==> src/rtl/button_debouncer_pkg.sv <==
// Shared types and defaults for the push-button debouncer.
// The state encoding is fixed so other blocks and debug views can decode it.
package button_debouncer_pkg;

   typedef enum logic [1:0] {
      IDLE_LOW   = 2'd0,
      CHECK_HIGH = 2'd1,
      IDLE_HIGH  = 2'd2,
      CHECK_LOW  = 2'd3
   } state_t;

   localparam int DEFAULT_DEBOUNCE_CYCLES = 16;

endpackage

==> src/rtl/sync_2ff.sv <==
// Generic two-flop synchroniser for bringing an asynchronous bit into clk.
// The output clears to 0 on a synchronous reset.
module sync_2ff (
   input  logic clk,
   input  logic rst,
   input  logic d,
   output logic q
);

   logic sync0;
   logic sync1;

   always_ff @(posedge clk) begin
      if (rst) begin
         sync0 <= 1'b0;
         sync1 <= 1'b0;
      end else begin
         sync0 <= d;
         sync1 <= sync0;
      end
   end

   assign q = sync1;

endmodule

==> src/rtl/button_debouncer.sv <==
// Debounces a raw push-button: synchronise, require a stable run of samples,
// then publish a clean level plus one-cycle press/release strobes.
module button_debouncer
   import button_debouncer_pkg::*;
#(
   parameter int DEBOUNCE_CYCLES = DEFAULT_DEBOUNCE_CYCLES,
   parameter int CNT_W           = 5
) (
   input  logic clk,
   input  logic rst,
   input  logic btn_in,
   output logic btn_level,
   output logic press_pulse,
   output logic release_pulse
);

   localparam logic [CNT_W-1:0] CNT_LAST = CNT_W'(DEBOUNCE_CYCLES - 1);
   localparam logic [CNT_W-1:0] CNT_ONE  = CNT_W'(1);

   logic             btn_s;
   state_t           state;
   state_t           state_n;
   logic [CNT_W-1:0] cnt;
   logic [CNT_W-1:0] cnt_n;
   logic             level_n;
   logic             press_n;
   logic             release_n;

   sync_2ff u_sync (
      .clk (clk),
      .rst (rst),
      .d   (btn_in),
      .q   (btn_s)
   );

   always_ff @(posedge clk) begin
      if (rst) begin
         state         <= IDLE_LOW;
         cnt           <= '0;
         btn_level     <= 1'b0;
         press_pulse   <= 1'b0;
         release_pulse <= 1'b0;
      end else begin
         state         <= state_n;
         cnt           <= cnt_n;
         btn_level     <= level_n;
         press_pulse   <= press_n;
         release_pulse <= release_n;
      end
   end

   // Any reversal during a check drops back to idle so the full run restarts.
   always_comb begin
      state_n   = state;
      cnt_n     = cnt;
      level_n   = btn_level;
      press_n   = 1'b0;
      release_n = 1'b0;
      unique case (state)
         IDLE_LOW: begin
            if (btn_s) begin
               state_n = CHECK_HIGH;
               cnt_n   = CNT_ONE;
            end
         end
         CHECK_HIGH: begin
            if (!btn_s) begin
               state_n = IDLE_LOW;
               cnt_n   = '0;
            end else if (cnt == CNT_LAST) begin
               state_n = IDLE_HIGH;
               cnt_n   = '0;
               level_n = 1'b1;
               press_n = 1'b1;
            end else begin
               cnt_n = cnt + CNT_ONE;
            end
         end
         IDLE_HIGH: begin
            if (!btn_s) begin
               state_n = CHECK_LOW;
               cnt_n   = CNT_ONE;
            end
         end
         CHECK_LOW: begin
            if (btn_s) begin
               state_n = IDLE_HIGH;
               cnt_n   = '0;
            end else if (cnt == CNT_LAST) begin
               state_n   = IDLE_LOW;
               cnt_n     = '0;
               level_n   = 1'b0;
               release_n = 1'b1;
            end else begin
               cnt_n = cnt + CNT_ONE;
            end
         end
         default: begin
            state_n = IDLE_LOW;
            cnt_n   = '0;
         end
      endcase
   end

endmodule

==> config.mk <==
export PLATFORM = sky130hd
export DESIGN_NAME = button_debouncer
export DESIGN_NICKNAME = d
export VERILOG_FILES = /design/src/rtl/button_debouncer_pkg.sv /design/src/rtl/sync_2ff.sv /design/src/rtl/button_debouncer.sv
export SDC_FILE = /design/constraint.sdc
export NUM_CORES = 1
export LEC_CHECK = 0
export CAP_MARGIN = 30
export CORE_AREA = 8 8 46 48
export DETAILED_ROUTE_END_ITERATION = 8
export DIE_AREA = 0 0 54 56
export GPL_ROUTABILITY_DRIVEN = 0
export PLACE_DENSITY = 0.59
export SYNTH_ARGS = -nofsm -noshare
export SYNTH_HDL_FRONTEND = slang
export SYNTH_SLANG_ARGS = --single-unit
==> constraint.sdc <==
create_clock -name clk -period 2.4 [get_ports clk]
set_input_delay 0.36 -clock clk [delete_from_list [all_inputs] [get_ports clk]]
set_output_delay 0.36 -clock clk [all_outputs]
set_load 0.02 [all_outputs]
==> flow_metrics.env, run 1 <==
export IMPL_status="complete, no violations"
export IMPL_layoutNonFillerInstCount=76
export IMPL_drtIter0Drc=5
export IMPL_cp_top_family="buffers and inverters"
export IMPL_dp_slack_ns=0.679
export IMPL_final_setup_viol_count=0
export IMPL_hpwl_um=668
export IMPL_grt_use_met3_pct=0.802
export IMPL_busiest_layer="met1"
export IMPL_vdd_ir_drop_max_mv=0.251
export IMPL_grt_usage_pct=7.35
export IMPL_min_from="u_sync.sync0"
export IMPL_antenna_cells=0
export IMPL_grt_setup_unrepaired="false"
export IMPL_grt_max_degree=12
export IMPL_path_cells="clkdlybuf4s50_1"
export IMPL_dieWidth_um=54
export IMPL_min_to="u_sync.q"
export IMPL_cts_tree="yes"
export IMPL_cp_end_kind="primary output"
export IMPL_critPathMaxStageDelay_ns=0.61
export IMPL_num_vias=402
export IMPL_syn_inst=52
export IMPL_drtPass1Iterations=4
export IMPL_min_path_cells=1
export IMPL_syn_area_um2=533
export IMPL_synthToLayoutAreaGrowth_pct=19.2
export IMPL_skew_ns=0.00169
export IMPL_critPathRequiredTime_ns=2.04
export IMPL_power_leakage_nw=0.232
export IMPL_r2r_end="press_pulse"
export IMPL_r2r_start="cnt[0]"
export IMPL_cts_setup_buffers=0
export IMPL_period_minus_slack_ns=1.60
export IMPL_power_density_nw_per_um2=637
export IMPL_synth_seq_cells=12
export IMPL_synthDistinctLibCells=28
export IMPL_slowest_stage="clkdlybuf4s50_1"
export IMPL_port_buffers=5
export IMPL_start_kind="flip-flop"
export IMPL_final_setup_tns_ns=0
export IMPL_setup_ws_ns=0.797
export IMPL_final_hold_violation_count=0
export IMPL_max_cap_violations=0
export IMPL_syn_nets=56
export IMPL_clk_insertion_delay_late_ns=0.28
export IMPL_die_h_um=56
export IMPL_viasPerCell=5.29
export IMPL_overflow=0
export IMPL_io_pins=6
export IMPL_cts_root_buf="clkbuf_4"
export IMPL_worstPathArrival_ns=1.24
export IMPL_cts_sinks=12
export IMPL_initial_utilization_pct=37.1
export IMPL_htreeDepth=1
export IMPL_slew_viol_final=0
export IMPL_placedCellCount=72
export IMPL_grt_pass1_vias=356
export IMPL_drive_gt1_share_pct=20.0
export IMPL_final_nets=65
export IMPL_worst_slew_pin_slew_ns=0.427
export IMPL_max_freq_mhz=624
export IMPL_cts_buffer_depth=2
export IMPL_wl_per_cell_um=13.2
export IMPL_cp_max_fo=3
export IMPL_fillCellCount=143
export IMPL_syn_avg_cell_area_um2=10.3
export IMPL_antenna_found_initial=0
export IMPL_relSlewSlack_pct=71.4
export IMPL_critPathKind="reg -> out"
export IMPL_core_area_um2=1440
export IMPL_routed_wl_mm=1.00
export IMPL_global_route_usage_met2_pct=8.62
export IMPL_cts_resized=0
export IMPL_grt_use_met1_pct=10.4
export IMPL_hold_class="reg -> reg"
export IMPL_yosysSeqAreaShare_pct=45.1
export IMPL_dieArea_um2=3020
export IMPL_ant_nets=0
export IMPL_drcViolationCount=0
export IMPL_grt_pass1_wl_mm=1.64
export IMPL_reg2reg_depth=4
export IMPL_std_cell_rows=14
export IMPL_synth_yosys_warnings=0
export IMPL_min_period_over_period_pct=66.8
export IMPL_path_buf_inv=1
export IMPL_clk_pin_slew_ns=0.08
export IMPL_cts_buffers=3
export IMPL_r2r_setup_slack_ns=0.94
export IMPL_hold_buffers=0
export IMPL_postLayoutCoreUtil_pct=44.3
routing by layer:
layer  vias up  share of wire [%]
met5         -                  0
met4         0                3.6
met3         4                2.2
met2         6                 42
met1       179                 52
li1        213                  -
final cells by class:
cell class	instances	area [um^2]	area share, %
Inverter	2	7.51	1.18
Clock buffer	4	36.3	5.71
Tap cell	16	20.0	3.15
Sequential cell	12	240	37.8
Multi-Input combinational cell	37	282	44.3
Timing Repair Buffer	5	50.0	7.87
placed cells by master (no fill, tap or decap):
cell / count
nand3_2: 1
xor2_2: 1
o21ai_1: 1
and3b_1: 1
o21bai_1: 1
o41ai_1: 1
o21ai_0: 1
nand3b_1: 2
and3_2: 1
o2111ai_1: 2
inv_1: 1
o22ai_1: 1
nor4b_2: 2
or2_2: 1
o31ai_1: 1
or2b_1: 1
clkdlybuf4s50_1: 5
xor2_1: 2
clkbuf_8: 1
or3_4: 1
nor2b_1: 2
nand2_1: 2
clkbuf_4: 3
and3_1: 1
dfxtp_1: 12
nand3_1: 3
a21oi_1: 6
inv_2: 1
or4b_1: 1
ha_1: 1
cell usage after synthesis:
| master | n | area share, % |
|---|---|---|
| a21oi_1 | 6 | 5.6 |
| and3_1 | 1 | 1.2 |
| and3_2 | 1 | 1.4 |
| and3b_1 | 1 | 1.6 |
| clkbuf_1 | 1 | 0.70 |
| dfxtp_1 | 12 | 45 |
| ha_1 | 1 | 2.3 |
| inv_1 | 1 | 0.70 |
| inv_2 | 1 | 0.70 |
| nand2_1 | 2 | 1.4 |
| nand3_1 | 3 | 2.8 |
| nand3_2 | 1 | 1.9 |
| nand3b_1 | 2 | 2.8 |
| nor2b_1 | 2 | 2.3 |
| nor4b_2 | 2 | 5.6 |
| o2111ai_1 | 2 | 3.3 |
| o21ai_0 | 1 | 0.94 |
| o21ai_1 | 1 | 0.94 |
| o21bai_1 | 1 | 1.4 |
| o22ai_1 | 1 | 1.2 |
| o31ai_1 | 1 | 1.4 |
| o41ai_1 | 1 | 1.6 |
| or2_2 | 1 | 1.2 |
| or2b_1 | 1 | 1.4 |
| or3_4 | 1 | 2.1 |
| or4b_1 | 1 | 1.9 |
| xor2_1 | 2 | 3.3 |
| xor2_2 | 1 | 3.1 |
power by group:
group	internal, W	total (W)	switching [W]
sequential	0.000205	0.000210	0.00000540
clock	0.0000923	0.000164	0.0000719
combinational	0.0000154	0.0000301	0.0000147
total	0.000313	0.000405	0.0000921
state kept, by name (all words and copies together), names as in the netlist, named ones only:
signal / cells
cnt: 5
btn_level: 1
press_pulse: 1
release_pulse: 1
state: 1
u_sync.q: 1
u_sync.sync0: 1
logic make-up after synthesis:
logic type      synth area share, %
simple gates                   27.7
xor+xnor                       6.34
flops                          45.1
compound gates                 16.4
buf+inv                        2.11
fa+ha+maj                      2.35
how the worst max path moves through the flow:
stage / start / cells after the start / to / slack, ns
after global placement: rst / 3 / cnt[3] / 0.71
after CTS: btn_level / 1 / btn_level / 0.77
after detailed placement: rst / 3 / cnt[3] / 0.68
after floorplan: cnt[0] / 4 / state[0] / 1.08
after global routing: btn_level / 1 / btn_level / 0.75
final: btn_level / 1 / btn_level / 0.80
per-stage QoR:
| stage | total power (W) | cell area (um^2) | hold WS, ns |
|---|---|---|---|
| CTS | 0.000412 | 636 | 0.447 |
| finish | 0.000405 | 636 | 0.440 |
| floorplan | 0.000232 | 533 | 0.414 |
| global route | 0.000423 | 636 | 0.464 |
| global placement | 0.000245 | 599 | 0.426 |
| detailed placement | 0.000245 | 599 | 0.427 |
Power figures use the tool's default switching activity.
==> run 2: changes to the inputs <==
==> constraint.sdc (replaced) <==
create_clock -name clk -period 1.6 [get_ports clk]
set_input_delay 0.24 -clock clk [delete_from_list [all_inputs] [get_ports clk]]
set_output_delay 0.24 -clock clk [all_outputs]
set_load 0.02 [all_outputs]
==> flow_metrics.env, run 2 (synthesis results as in run 1) <==
export IMPL_drtPass1Iterations=2
export IMPL_ant_nets=0
export IMPL_worstPathArrival_ns=1.24
export IMPL_p_clk_share_pct=32.9
export IMPL_std_cell_rows=14
export IMPL_die_h_um=56
export IMPL_slew_viol_final=0
export IMPL_min_from="u_sync.sync0"
export IMPL_io_pins=6
export IMPL_postLayoutCoreUtil_pct=44.3
export IMPL_core_area_um2=1440
export IMPL_cp_max_fo=3
export IMPL_wl_per_cell_um=12.5
export IMPL_relSlewSlack_pct=74.4
export IMPL_min_period_over_period_pct=92.3
export IMPL_cts_buffer_depth=2
export IMPL_cp_top_family="buffers and inverters"
export IMPL_hold_buffers=0
export IMPL_dieWidth_um=54
export IMPL_r2r_start="cnt[0]"
export IMPL_port_buffers=5
export IMPL_vdd_ir_drop_max_mv=0.363
export IMPL_grt_max_degree=11
export IMPL_comb_power_share_pct=9.1
export IMPL_final_hold_violation_count=0
export IMPL_max_freq_mhz=677
export IMPL_crit_start="btn_level"
export IMPL_power_density_nw_per_um2=852
export IMPL_final_setup_tns_ns=0
export IMPL_max_cap_violations=0
export IMPL_start_kind="flip-flop"
export IMPL_fillCellCount=155
export IMPL_clk_pin_slew_ns=0.06
export IMPL_num_vias=416
export IMPL_cts_buffers=3
export IMPL_antenna_found_initial=0
export IMPL_cp_end_kind="primary output"
export IMPL_p_int_w=0.000420
export IMPL_cts_root_buf="clkbuf_4"
export IMPL_swShare_pct=22.6
export IMPL_grt_setup_unrepaired="false"
export IMPL_overflow=0
export IMPL_synthToLayoutAreaGrowth_pct=19.5
export IMPL_setup_ws_ns=0.123
export IMPL_top_register="cnt"
export IMPL_path_buf_inv=1
export IMPL_hpwl_um=673
export IMPL_p_seq_share_pct=58.0
export IMPL_p_switching_w=0.000122
export IMPL_grt_pass1_vias=386
export IMPL_grt_usage_pct=7.24
export IMPL_initial_utilization_pct=37.1
export IMPL_routed_wl_um=964
export IMPL_htreeDepth=1
export IMPL_cts_tree="yes"
export IMPL_critPathRequiredTime_ns=1.36
export IMPL_power_leakage_nw=0.235
export IMPL_antenna_cells=0
export IMPL_final_nets=67
export IMPL_critPathKind="reg -> out"
export IMPL_drive_gt1_share_pct=21.3
export IMPL_drcViolationCount=0
export IMPL_drtIter0Drc=9
export IMPL_dieArea_um2=3020
export IMPL_grt_pass1_wl_mm=1.60
export IMPL_final_common_cell="dfxtp_1"
export IMPL_critPathMaxStageDelay_ns=0.62
export IMPL_viasPerCell=5.40
export IMPL_mostFrequentLayoutCells="dfxtp_1, a21oi_1, clkdlybuf4s50_1, nand3_1, clkbuf_4"
export IMPL_slowest_stage="clkdlybuf4s50_1"
export IMPL_largest_reg_flops=5
export IMPL_path_cells="clkdlybuf4s50_1"
export IMPL_dp_slack_ns=0.180
export IMPL_cts_resized=0
export IMPL_period_minus_slack_ns=1.48
export IMPL_clk_insertion_delay_late_ns=0.27
export IMPL_status="complete, no violations"
export IMPL_skew_ns=0.00410
export IMPL_cts_sinks=12
export IMPL_worst_slew_pin_slew_ns=0.383
export IMPL_cts_setup_buffers=0
export IMPL_hold_class="reg -> reg"
export IMPL_final_setup_viol_count=0
[run 2: cell count changes in the layout (fill, tap and decap cells not counted), sizes merged]
cell    previous run  this run
buf                0         2
clkbuf             4         3
[run 2: cell type report]
cell class              count  area, um^2  area share [%]
multi-input cells          37         282            44.2
inverters                   2        7.51            1.18
repair buffers              7        65.1            10.2
clock buffers               3        22.5            3.54
flip-flops and latches     12         240            37.7
well taps                  16        20.0            3.14
[run 2: metrics by stage]
stage | hold WS (ns) | total power (W) | area, um^2 | instances
4_1_cts | 0.447 | 0.000554 | 637 | 77
2_1_floorplan | 0.368 | 0.000349 | 533 | 52
3_5_place_dp | 0.431 | 0.000371 | 614 | 74
5_1_grt | 0.467 | 0.000577 | 637 | 77
6_report | 0.441 | 0.000542 | 637 | 77
3_3_place_gp | 0.418 | 0.000372 | 614 | 74
[run 2: path summary, 6_finish.rpt]
path	endpoint	slack (ns)	depth (start not counted)
setup / recovery	btn_level	0.12	1
hold / removal	u_sync.q	0.44	1
setup reg to reg	release_pulse	0.16	4
hold reg to reg	u_sync.q	0.44	1
[run 2: power by group through the flow]
stage / clock network (W) / registers, W / logic (W)
2_1_floorplan: 0 / 0.000326 / 0.0000222
3_3_place_gp: 0 / 0.000322 / 0.0000499
3_5_place_dp: 0 / 0.000322 / 0.0000495
4_1_cts: 0.000189 / 0.000315 / 0.0000500
5_1_grt: 0.000207 / 0.000316 / 0.0000536
6_report: 0.000178 / 0.000315 / 0.0000495
[run 2: routing by layer]
metal	track usage (%)	wire length (um)	up-vias
met4	9.51	42	0
li1	-	-	215
met2	9.45	422	7
met1	8.42	473	190
met3	0.802	25	4
met5	0	0	-
==> run 3: changes to the inputs <==
--- a/config.mk
+++ b/config.mk
@@ -10,6 +10,7 @@
 export DETAILED_ROUTE_END_ITERATION = 8
 export DIE_AREA = 0 0 54 56
 export GPL_ROUTABILITY_DRIVEN = 0
+export HOLD_SLACK_MARGIN = 0.15
 export PLACE_DENSITY = 0.59
 export SYNTH_ARGS = -nofsm -noshare
 export SYNTH_HDL_FRONTEND = slang
==> results of run 3 <==
Same layout as run 2: the final DEF is identical, and so are final timing and power.
